## src/rtl/wb_cfg_master.sv

```systemverilog
// Wishbone classic single-transfer initiator (IDLE -> BUS -> RESP) with an ack timeout.
// stb rises 1 cycle after cmd accept, rsp_valid 1 cycle after ack; cmd_ready stays low until the response is consumed.
module wb_cfg_master #(
  parameter int unsigned TIMEOUT_CYCLES = 255
) (
  input  logic        wb_clk_i,
  input  logic        wb_rst_i,
  input  logic        cmd_valid,
  output logic        cmd_ready,
  input  logic        cmd_we,
  input  logic [31:0] cmd_adr,
  input  logic [31:0] cmd_dat,
  input  logic [3:0]  cmd_sel,
  output logic        rsp_valid,
  input  logic        rsp_ready,
  output logic [31:0] rsp_dat,
  output logic        rsp_err,
  output logic        wbs_cyc_o,
  output logic        wbs_stb_o,
  output logic        wbs_we_o,
  output logic [31:0] wbs_adr_o,
  output logic [31:0] wbs_dat_o,
  output logic [3:0]  wbs_sel_o,
  input  logic        wbs_ack_i,
  input  logic [31:0] wbs_dat_i,
  output logic        busy
);

  localparam int CW = $clog2(TIMEOUT_CYCLES + 1);
  localparam logic [CW-1:0] TMO = CW'(TIMEOUT_CYCLES);

  typedef enum logic [1:0] {IDLE, BUS, RESP} state_t;

  state_t        state;
  logic [CW-1:0] tmo_cnt;
  logic          rdy_q;

  // The register comes out of reset high so cmd_ready is valid on the first
  // cycle after release; gating with reset keeps it low while reset is held.
  assign cmd_ready = rdy_q & ~wb_rst_i;

  always_ff @(posedge wb_clk_i or posedge wb_rst_i) begin
    if (wb_rst_i) begin
      state     <= IDLE;
      tmo_cnt   <= '0;
      rdy_q     <= 1'b1;
      busy      <= 1'b0;
      wbs_cyc_o <= 1'b0;
      wbs_stb_o <= 1'b0;
      wbs_we_o  <= 1'b0;
      wbs_adr_o <= '0;
      wbs_dat_o <= '0;
      wbs_sel_o <= '0;
      rsp_valid <= 1'b0;
      rsp_dat   <= '0;
      rsp_err   <= 1'b0;
    end else begin
      case (state)
        IDLE: begin
          if (cmd_valid) begin
            wbs_we_o  <= cmd_we;
            wbs_adr_o <= cmd_adr;
            wbs_dat_o <= cmd_dat;
            wbs_sel_o <= cmd_sel;
            wbs_cyc_o <= 1'b1;
            wbs_stb_o <= 1'b1;
            tmo_cnt   <= '0;
            rdy_q     <= 1'b0;
            busy      <= 1'b1;
            state     <= BUS;
          end
        end
        BUS: begin
          // Ack is checked first so a reply arriving on the timeout cycle wins.
          if (wbs_ack_i) begin
            wbs_cyc_o <= 1'b0;
            wbs_stb_o <= 1'b0;
            rsp_valid <= 1'b1;
            rsp_err   <= 1'b0;
            rsp_dat   <= wbs_we_o ? 32'h0 : wbs_dat_i;
            state     <= RESP;
          end else if (tmo_cnt == TMO) begin
            wbs_cyc_o <= 1'b0;
            wbs_stb_o <= 1'b0;
            rsp_valid <= 1'b1;
            rsp_err   <= 1'b1;
            rsp_dat   <= 32'h0;
            state     <= RESP;
          end else begin
            tmo_cnt <= tmo_cnt + CW'(1);
          end
        end
        RESP: begin
          if (rsp_ready) begin
            rsp_valid <= 1'b0;
            rdy_q     <= 1'b1;
            busy      <= 1'b0;
            state     <= IDLE;
          end
        end
        default: begin
          state     <= IDLE;
          rdy_q     <= 1'b1;
          busy      <= 1'b0;
          wbs_cyc_o <= 1'b0;
          wbs_stb_o <= 1'b0;
          rsp_valid <= 1'b0;
        end
      endcase
    end
  end

endmodule

```

## config.mk

```make
export PLATFORM = sky130hd
export DESIGN_NAME = wb_cfg_master
export DESIGN_NICKNAME = d
export VERILOG_FILES = /design/src/rtl/wb_cfg_master.sv
export SDC_FILE = /design/constraint.sdc
export NUM_CORES = 1
export LEC_CHECK = 0
export CAP_MARGIN = 20
export CORE_UTILIZATION = 35
export CTS_CLUSTER_DIAMETER = 30
export DETAILED_ROUTE_END_ITERATION = 8
export PLACE_DENSITY = 0.76
export SYNTH_ARGS = -nofsm -noshare
export SYNTH_HDL_FRONTEND = slang
export SYNTH_SLANG_ARGS = --single-unit
```

## constraint.sdc

```tcl
create_clock -name wb_clk_i -period 4.7 [get_ports wb_clk_i]
set_clock_uncertainty 0.05 [all_clocks]
set_input_delay 0.705 -clock wb_clk_i [delete_from_list [all_inputs] [get_ports wb_clk_i]]
set_output_delay 0.705 -clock wb_clk_i [all_outputs]
set_load 0.02 [all_outputs]
```

* Word level (Yosys, flattened, before mapping)
Index checks and enable logic that the tools add are counted. W data, S select, Z words.
Word-level totals: word-level logic and storage cells 61, flip-flop bits (word level) 116, memories kept 0, input port bits 106, latch bits 0, output and inout bits 107, memory bits (writable) 0, memory bits (read-only) 0
Operators by class: $mul 0, order comparisons 0, equality and inequality tests 8, $add $sub $neg 1, shift operators 0, reduce and logical (&&, ||, !) cells 10, bitwise gates (word level) 5, divide/modulo/power cells 0, mux-type cells 25
Operators with widths (count):
- $mux W32 | 3
- $mux W8 | 3
- $pmux W8 S2 | 1
- $pmux W1 S3 | 4
- $reduce_and A3 Y1 | 4
- $mux W1 | 9
- $add A8 B1 Y8 const B | 1
- $eq A8 B8 Y1 const B | 1
- $mux W2 | 4
- $ne A2 B2 Y1 const B | 4
- $pmux W2 S3 | 1
- $not A1 Y1 | 4
- $reduce_and A2 Y1 | 2
- $reduce_and A4 Y1 | 1
- $reduce_bool A2 Y1 | 2
- $ne A3 B3 Y1 const B | 1
- $eq A2 B1 Y1 const B | 1
- $eq A2 B2 Y1 const B | 1
- $logic_not A2 Y1 | 1
- $and A1 B1 Y1 | 1

* Depth between registers and ports, before layout
depth after elaboration 4, gate-level depth with buffers 6, mapped depth without buffers 6

* Least setup slack after synthesis
OpenSTA, ideal clock, no wires.
kind input -> register, from input port wbs_ack_i, to register tmo_cnt[7], data required time 4.524 ns, slack 2.748 ns, path buffers 0, data arrival time 1.776 ns, stages 4, cell sequence or3b_4 > a41oi_4 > nor2_2 > a221o_1
On the way: cells in the longest elaborated chain, start to end 2
Ends and longest elaborated chain:
- from (decl) | line 24 | input logic wbs_ack_i,
- $ne A2 B2 Y1 (no source line)
- $reduce_and A4 Y1 (no source line)
- to (signal assigned) | line 90 | tmo_cnt <= tmo_cnt + CW'(1);
- to (decl) | line 35 | logic [CW-1:0] tmo_cnt;
No other way between the ends. A chain may end at the register's enable or synchronous reset.

* Worst setup path in the final report
from input port wb_rst_i, to output port cmd_ready
On the way: cells in the longest elaborated chain, start to end 2
Ends and longest elaborated chain:
- from (decl) | line 7 | input logic wb_rst_i,
- $not A1 Y1 | line 40 | assign cmd_ready = rdy_q & ~wb_rst_i;
- $and A1 B1 Y1 | line 40
- to (decl) | line 9 | output logic cmd_ready,
No other way between the ends.

==> flow_metrics.tcl <==
set metrics [dict create \
    cts.sinks 116 \
    dpl-instance-area_sq_um 6730 \
    hold-worst-slack_ns 0.451 \
    met3_length_um 894 \
    ant_nets 0 \
    power.density_nw_per_um2 741 \
    p_comb_frac 0.438 \
    synth_area_leaders "dfrtp_1, mux2_2, a22o_1" \
    relSlewSlack 0.511 \
    power.internal_mw 3.66 \
    place_ws_ns 2.03 \
    diodes 0 \
    tns_ns 0 \
    dr.pass1.iters 6 \
    grt_antenna_before_repair 0 \
    ff_latch_area_sq_um 2900 \
    cts_resized 0 \
    ys_types 35 \
    setup-violations-final 0 \
    cts_root_buffer "clkbuf_16" \
    clkLatencyLatePin_ns 0.41 \
    multi_input_area_sq_um 1430 \
    drt_iter0_drc 158 \
    crit_required_ns 3.94 \
    p_sw_mw 1.81 \
    core_sq_um 12200 \
    die-area_sq_um 13100 \
    rsz0062_at_grt "false" \
    port_buffers 212 \
    via_per_inst 4.81 \
    dr_total_vias 3344 \
    setup_slack_ns 2.04 \
    grt_max_degree 83 \
    fp.dieH_um 114 \
    gp_congestion 0.809 \
    fin_nets 621 \
    postSynth.asyncResetShare 1.00 \
    path_common_cell "clkdlybuf4s50_1" \
    die_w_um 114 \
    num_rows 40 \
    htreeDepth 4 \
    ir_worst_vdd_v 0.000401 \
    maxSlewViolCount 0 \
    wl_met1_um 4500 \
    yosysTopAreaCellShare 0.650 \
    syn_inst 294 \
    cts_tree "yes" \
    wl_met2_um 6020 \
    synth_seq_cells 116 \
    p_sw_frac 0.331 \
    initial_core_util 0.364 \
    synthFlopType "dfrtp_1" \
    drc 0 \
    drive_above_1_share 0.213 \
    clkTransAtPathRegs_ns 0.05 \
    period_minus_slack_ns 2.66 \
    syn-cell-area_sq_um 4430 \
    period_share 0.565 \
    hold_buffers 0 \
    routedWlPerCell_um 16.7 \
    power_frac_seq 0.316 \
    grt_use_total 0.185 \
    synth_area_per_cell_sq_um 15.1 \
    ys_seq_area_frac 0.656 \
    hold_viol_final 0 \
    crit_fanout 2 \
    leakagePower_nw 3.11 \
    synth_area_leader_cell "dfrtp_1" \
    fmaxAchievable_ghz 0.377 \
    cap_viol_max_count 0 \
    worst_setup_path_end_kind "output port" \
    instances_no_fill 695 \
    pwr-share-clk 0.246 \
    synth_nets 401 \
    postCtsSetupBuffers 0 \
    num_io_pins 213 \
    path_cells "clkdlybuf4s50_1, nor2b_1, clkdlybuf4s50_1" \
    cp.arrival_ns 1.90 \
    critPathTopFamily "buffers and inverters" \
    crit_slowest_cell "clkdlybuf4s50_1" \
    syn_to_final_growth_pct 66.6 \
    cts_max_path_buffers 2 \
    grt_pass1_vias 3532 \
    synth_edf_count 0 \
    crit_buf_inv 2 \
    max_stage_delay_ns 0.61 \
    synth_most_common_cell "dfrtp_1" \
    path_class "in -> out" \
    dpl.cell_count 662 \
    fillers 991 \
    crit_path_start_kind "input pin" \
    outcome "finished clean" \
    yosys_warnings 0 \
    grt-ovfl-total 0 \
    synthTopCellsByCount "dfrtp_1, mux2_2, a22o_1" \
    hold_class "reg -> reg" \
    hpwlAfterDp_um 8250 \
    top_layer "met4" \
    fin_area_sq_um 7370 \
    grt_first_pass_wirelength_um 18200 \
    worstMarginPinSlew_ns 0.731 \
    routed_wl_um 11600 \
    numCtsBuffers 17 \
]
## power groups by stage
| stage | clock [mW] | sequential [mW] | combinational [mW] |
|---|---|---|---|
| after floorplan | 0 | 2.26 | 0.716 |
| after global placement | 0 | 1.72 | 2.37 |
| after detailed placement | 0 | 1.75 | 2.41 |
| after CTS | 1.38 | 1.73 | 2.42 |
| after global routing | 1.42 | 1.79 | 2.52 |
| final | 1.34 | 1.73 | 2.39 |
## cell type report
class | instances | share of cell area
Tap cell | 168 | 0.0285
Sequential cell | 116 | 0.394
Multi-Input combinational cell | 156 | 0.193
Timing Repair Buffer | 217 | 0.297
Inverter | 6 | 0.00339
Clock buffer | 22 | 0.0629
Clock inverter | 10 | 0.0209
## final timing paths
| path | start | to | slack, ns | depth (start not counted) |
|---|---|---|---|---|
| max reg2reg | state[0]$_DFFE_PP0P_ | rsp_dat[9]$_DFFE_PP0P_ | 2.64 | 5 |
| min in group asynchronous | wb_rst_i | wbs_adr_o[15]$_DFFE_PP0P_ | 0.55 | 2 |
| min reg2reg | wbs_adr_o[25]$_DFFE_PP0P_ | wbs_adr_o[25]$_DFFE_PP0P_ | 0.45 | 1 |
| min | wbs_adr_o[25]$_DFFE_PP0P_ | wbs_adr_o[25]$_DFFE_PP0P_ | 0.45 | 1 |
| max in group asynchronous | wb_rst_i | wbs_dat_o[9]$_DFFE_PP0P_ | 2.95 | 4 |
| max | wb_rst_i | cmd_ready | 2.04 | 3 |
## layout by cell type, fill, tap and decap left out, types with 2 or more instances in the layout
master	Yosys	layout
clkinv_2	0	5
a21oi_1	7	7
a22o_1	32	32
clkbuf_1	3	3
dfrtp_1	115	115
and3_1	2	2
and4_1	2	2
a31oi_1	3	3
inv_1	6	5
clkdlybuf4s50_1	0	212
buf_4	1	3
bufinv_16	0	4
a221o_1	2	2
o21ai_0	4	4
clkbuf_8	0	2
nor3_1	2	2
nand2b_1	2	2
nand2_1	5	5
mux2_2	70	70
nor2b_1	4	4
nand3_1	3	3
nor2_2	1	2
clkbuf_16	0	17
nor2_1	4	3
## stage by stage
stage / util / total power, mW
detailed placement: 0.553 / 4.16
global route: 0.606 / 5.73
CTS: 0.604 / 5.53
floorplan: - / 2.97
finish: 0.606 / 5.47
global placement: 0.553 / 4.09
## cell families after synthesis
| family | share of synthesized area |
|---|---|
| flops | 0.656 |
| fa+ha+maj | 0.00283 |
| simple gates | 0.0387 |
| mux | 0.178 |
| compound gates | 0.102 |
| buf+inv | 0.0226 |
## sequential cells by signal (all words and copies together) (netlist names)
register,flops
tmo_cnt,8
wbs_sel_o,4
wbs_stb_o,1
wbs_dat_o,32
rsp_err,1
wbs_we_o,1
state,2
rsp_valid,1
rsp_dat,32
wbs_adr_o,32
busy,1
rdy_q,1
## per-layer routing
metal  track usage  up-vias
met5             0        -
met4        0.0571        0
met3        0.0789       13
met2         0.328      144
met1         0.200     1657
li1              -     1530
(Power assumes the default switching activity.)
